File: src/rtl/mmcm_ps_servo.sv
// Phase-shift servo: turns the filtered signed phase error into single MMCM fine-phase steps,
// with deadband, step-count clamp, psdone timeout and post-step settle delay.
module mmcm_ps_servo #(
  parameter int WIDTH     = 32,
  parameter int DEADBAND  = 256,
  parameter int MAX_STEPS = 1023,
  parameter int CNT_W     = 16,
  parameter int SETTLE    = 64,
  parameter int TIMEOUT   = 1024
) (
  input  logic                    clk,
  input  logic                    reset_in,
  input  logic                    enable,
  input  logic signed [WIDTH-1:0] err_in,
  input  logic                    err_valid,
  input  logic                    psdone,
  output logic                    psen,
  output logic                    psincdec,
  output logic                    ps_busy,
  output logic signed [CNT_W-1:0] ps_count,
  output logic                    at_limit,
  output logic                    timeout_err
);

  // state     | meaning
  // S_IDLE    | evaluate err_in against deadband and clamp
  // S_REQ     | psen high for one cycle, direction latched
  // S_WAIT    | waiting for psdone, timeout counter running down
  // S_SETTLE  | fixed delay so the filter sees the new phase
  typedef enum logic [1:0] {S_IDLE, S_REQ, S_WAIT, S_SETTLE} state_t;

  localparam int CMAX = (TIMEOUT > SETTLE) ? TIMEOUT : SETTLE;
  localparam int CW   = $clog2(CMAX + 1);

  localparam logic signed [WIDTH-1:0] DB_POS  = WIDTH'(DEADBAND);
  localparam logic signed [WIDTH-1:0] DB_NEG  = -DB_POS;
  localparam logic signed [CNT_W-1:0] CNT_MAX = CNT_W'(MAX_STEPS);
  localparam logic signed [CNT_W-1:0] CNT_MIN = -CNT_MAX;

  state_t                    state_q, state_d;
  logic                      dir_q, dir_d;
  logic [CW-1:0]             cnt_q, cnt_d;
  logic signed [CNT_W-1:0]   count_d;
  logic                      tmo_set;

  always_ff @(posedge clk or negedge reset_in) begin
    if (!reset_in) begin
      state_q     <= S_IDLE;
      dir_q       <= 1'b0;
      cnt_q       <= '0;
      ps_count    <= '0;
      at_limit    <= 1'b0;
      timeout_err <= 1'b0;
      psen        <= 1'b0;
      ps_busy     <= 1'b0;
    end else begin
      state_q     <= state_d;
      dir_q       <= dir_d;
      cnt_q       <= cnt_d;
      ps_count    <= count_d;
      at_limit    <= (count_d == CNT_MAX) || (count_d == CNT_MIN);
      timeout_err <= timeout_err | tmo_set;
      psen        <= (state_d == S_REQ);
      ps_busy     <= (state_d != S_IDLE);
    end
  end

  always_comb begin
    state_d = state_q;
    dir_d   = dir_q;
    cnt_d   = cnt_q;
    count_d = ps_count;
    tmo_set = 1'b0;
    case (state_q)
      S_IDLE: begin
        if (enable && err_valid) begin
          if ((err_in > DB_POS) && (ps_count != CNT_MAX)) begin
            dir_d   = 1'b1;
            state_d = S_REQ;
          end else if ((err_in < DB_NEG) && (ps_count != CNT_MIN)) begin
            dir_d   = 1'b0;
            state_d = S_REQ;
          end
        end
      end
      S_REQ: begin
        cnt_d   = CW'(TIMEOUT - 1);
        state_d = S_WAIT;
      end
      S_WAIT: begin
        // psdone wins over expiry when both land on the last cycle
        if (psdone) begin
          count_d = dir_q ? (ps_count + CNT_W'(1)) : (ps_count - CNT_W'(1));
          cnt_d   = CW'(SETTLE - 1);
          state_d = S_SETTLE;
        end else if (cnt_q == '0) begin
          tmo_set = 1'b1;
          state_d = S_IDLE;
        end else begin
          cnt_d = cnt_q - 1'b1;
        end
      end
      S_SETTLE: begin
        if (cnt_q == '0) state_d = S_IDLE;
        else             cnt_d   = cnt_q - 1'b1;
      end
      default: state_d = S_IDLE;
    endcase
  end

  assign psincdec = dir_q;

endmodule

File: config.mk
export PLATFORM = sky130hd
export DESIGN_NAME = mmcm_ps_servo
export DESIGN_NICKNAME = d
export VERILOG_FILES = /design/src/rtl/mmcm_ps_servo.sv
export SDC_FILE = /design/constraint.sdc
export NUM_CORES = 1
export LEC_CHECK = 0
export ABC_CLOCK_PERIOD_IN_PS = 4000
export CORE_MARGIN = 5
export CORE_UTILIZATION = 51
export DETAILED_ROUTE_END_ITERATION = 7
export PLACE_DENSITY = 0.81
export RECOVER_POWER = 50
export SETUP_SLACK_MARGIN = 0.2
export SLEW_MARGIN = 20
export SYNTH_ARGS = -nofsm -noshare
export SYNTH_HDL_FRONTEND = slang
export SYNTH_SLANG_ARGS = --single-unit
File: constraint.sdc
create_clock -name clk -period 4 [get_ports clk]
set_input_delay 0.6 -clock clk [delete_from_list [all_inputs] [get_ports clk]]
set_output_delay 0.6 -clock clk [all_outputs]
set_load 0.01 [all_outputs]
==> metrics.cfg <==
[final_layout]
fill_cells=421
insertedDiodeCount=0
post_route_cells_drive_above_1_share=0.0819
final_core_util=0.656
fin_nets=406
syn2layout_area_growth_pct=26.2

[floorplan]
start_util=0.520
dieArea_um2=6680
rows=26
die_h_um=81.7
ios=58
core-area_um2=5040
fp.dieW_um=81.7

[setup_path]
r2r_cells=9
crit_path_start=psincdec
path_class=flop to flop
worstReg2RegStart=psincdec
arrival_ns=3.50
worstPathRequired_ns=4.21
cp_max_fo=15
ff2ff_setup_slack_ns=0.70
start_kind=flop
critPathCaptureType=flop

[synth]
synth_area_um2=2620
yosys_warnings=0
synthCells=296
synth_cell_types=66
syn_avg_cell_area_um2=8.86
synth.top_cells.by_area=dfrtp_1 (32%), ha_1 (7.2%), nand2_1 (3.9%)
ys_seq_elements=34
ys.flop_type=dfrtp_1
synth-edff-count=0
synth_area_leader_cell=dfrtp_1
synth.top_cell.area_share=0.324
syn-num-nets=349
synthArstFlopShare=1.00
ys_seq_area_frac=0.324

[detailed_routing]
first_iter_violations=153
totalWireLength_um=6860
wire_per_inst_um=16.2
avgViaCountPerCell=6.02
detail-route-antenna-nets=0
drc=0
vias=2553
dr.pass1.iters=4

[place]
dp_hpwl_um=5210
gp_congestion=0.889
io_buffers=57

[clock_tree]
cts_resized=0
cts_buffers=5
h-tree-depth=2
cts.sinks=34
max-clock-path-buffers=2
path_clk_slew_ns=0.07
hold_buffers=0
postCtsSetupBuffers=0
clkLatencyLatePin_ns=0.30
cts.root.buffer_cell=clkbuf_8
cts_tree=yes

[sta]
relSlewSlack=0.258
setup-violations-final=0
worst_pin_slew_ns=1.11
final.min_clock_period_ns=3.30
rsz0062_at_grt=false
tns_ns=0
drv_slew=0
fmax_ghz=0.303
fin_skew_ns=0.00861
hold_viol=0
final.period_utilization=0.824

[power_and_ir_drop]
p_per_area_nw_per_um2=316
leakage_nw=1.44
max-vdd-ir-drop_v=0.000261

[worst_hold_path]
hp-start=timeout_err
holdPathStages=1
min_path_type=flop to flop

[grt]
antenna_found_initial=0
gr-total-overflow=0
grt_max_degree=28
grt_usage=0.219
first_global_vias=2424
grt_pass1_wl_um=11200

[outcome]
outcome=complete, no violations

[run]
cap_violations=0

## per-stage QoR
| step | cells | setup slack (ns) | hold WS (ns) | instance area [um2] | total power [W] |
|---|---|---|---|---|---|
| 2_1_floorplan | 296 | 1.11 | 0.304 | 2620 | 0.000637 |
| 3_3_place_gp | 416 | 0.853 | 0.443 | 3210 | 0.000725 |
| 3_5_place_dp | 416 | 0.745 | 0.446 | 3210 | 0.000736 |
| 4_1_cts | 424 | 0.708 | 0.468 | 3320 | 0.00105 |
| 5_1_grt | 424 | 0.466 | 0.493 | 3310 | 0.00110 |
| 6_report | 424 | 0.703 | 0.456 | 3310 | 0.00105 |
## cell families (layout without fill, tap and decap cells)
family / after synthesis / in the layout / synth area share
xor+xnor: 14 / 14 / 0.0468
buf+inv: 19 / 77 / 0.0439
flops: 34 / 34 / 0.324
compound gates: 76 / 76 / 0.210
mux: 2 / 2 / 0.00811
simple gates: 135 / 135 / 0.287
fa+ha+maj: 16 / 16 / 0.0792
## cells in the final DEF (no fill, tap or decap), types with 3 or more instances in the layout
master / count
nor3_1: 12
inv_1: 11
nand3_1: 10
or4_1: 4
nor2b_1: 3
o21a_1: 6
xnor2_1: 10
nand2_1: 27
a211oi_1: 3
ha_1: 15
nand3b_1: 4
and3_1: 3
dfrtp_1: 34
nor2_1: 24
or3_2: 3
a21oi_1: 14
clkdlybuf4s50_1: 48
nand4_1: 13
a21o_1: 6
o21ai_1: 3
dlygate4sd3_1: 8
clkbuf_8: 5
nor4_1: 14
o21ai_0: 12
xor2_1: 4
o211ai_1: 7
nor4b_1: 3
## cells in the mapped netlist (2+ instances only)
library cell,count
o2111ai_1,2
clkbuf_8,2
dfrtp_1,34
inv_1,11
or3_2,3
nor3_1,12
o31ai_1,2
nand3_1,10
o211ai_1,7
nor2_1,24
nor4_1,14
ha_1,15
nor4b_1,3
a21o_1,6
nand4_1,13
nand2_1,27
o21ai_0,11
nor3b_1,2
o21ai_1,4
nand3b_1,4
o211a_1,2
or4_1,4
buf_6,3
a211oi_1,3
xnor2_1,10
and3_1,3
nor2b_1,3
xor2_1,4
a21oi_1,14
clkbuf_1,2
o21a_1,6
a31oi_1,2
## final cells by class
class                   instances  area [um2]  area share
well taps                      70        87.6      0.0265
multi-input cells             243        1650       0.499
clock buffers                   5        68.8      0.0208
clock inverters                 3        40.0      0.0121
inverters                      11        41.3      0.0125
flip-flops and latches         34         851       0.257
repair buffers                 58         568       0.172
## flip-flops by register name, summed over array words and instances, names as in the netlist
register,flops
ps_count,16
cnt_q,11
state_q,2
at_limit,1
ps_busy,1
psen,1
psincdec,1
timeout_err,1
## worst max-delay path, stage by stage (launching register included)
cell	delay, ns
dfrtp_1	0.43
inv_1	0.47
ha_1	0.38
nor2b_4	0.16
o2111ai_1	0.26
a31oi_1	0.16
o31ai_1	0.52
nand2_1	0.10
or4_1	0.51
o32ai_2	0.22
## report_power, final
group | internal, W | switching, W | leakage, nW
clock network | 0.000183 | 0.000134 | 0.0579
logic | 0.000138 | 0.000121 | 0.957
registers | 0.000402 | 0.0000691 | 0.428
total | 0.000723 | 0.000325 | 1.44
## final timing paths
path                                 to
max                            at_limit
min                         timeout_err
max reg2reg                    at_limit
min reg2reg                 timeout_err
max in group asynchronous  ps_count[12]
min in group asynchronous      cnt_q[1]
## metal layers
metal / part of all wire / vias to the layer above / global-route usage / routed length (um)
met1: 0.42 / 1216 / 0.276 / 2910
met5: 0 / - / 0 / 0
li1: - / 1232 / - / -
met2: 0.48 / 96 / 0.357 / 3270
met4: 0.013 / 0 / 0.0764 / 88
met3: 0.087 / 9 / 0.0669 / 598
Power figures use the tool's default switching activity.
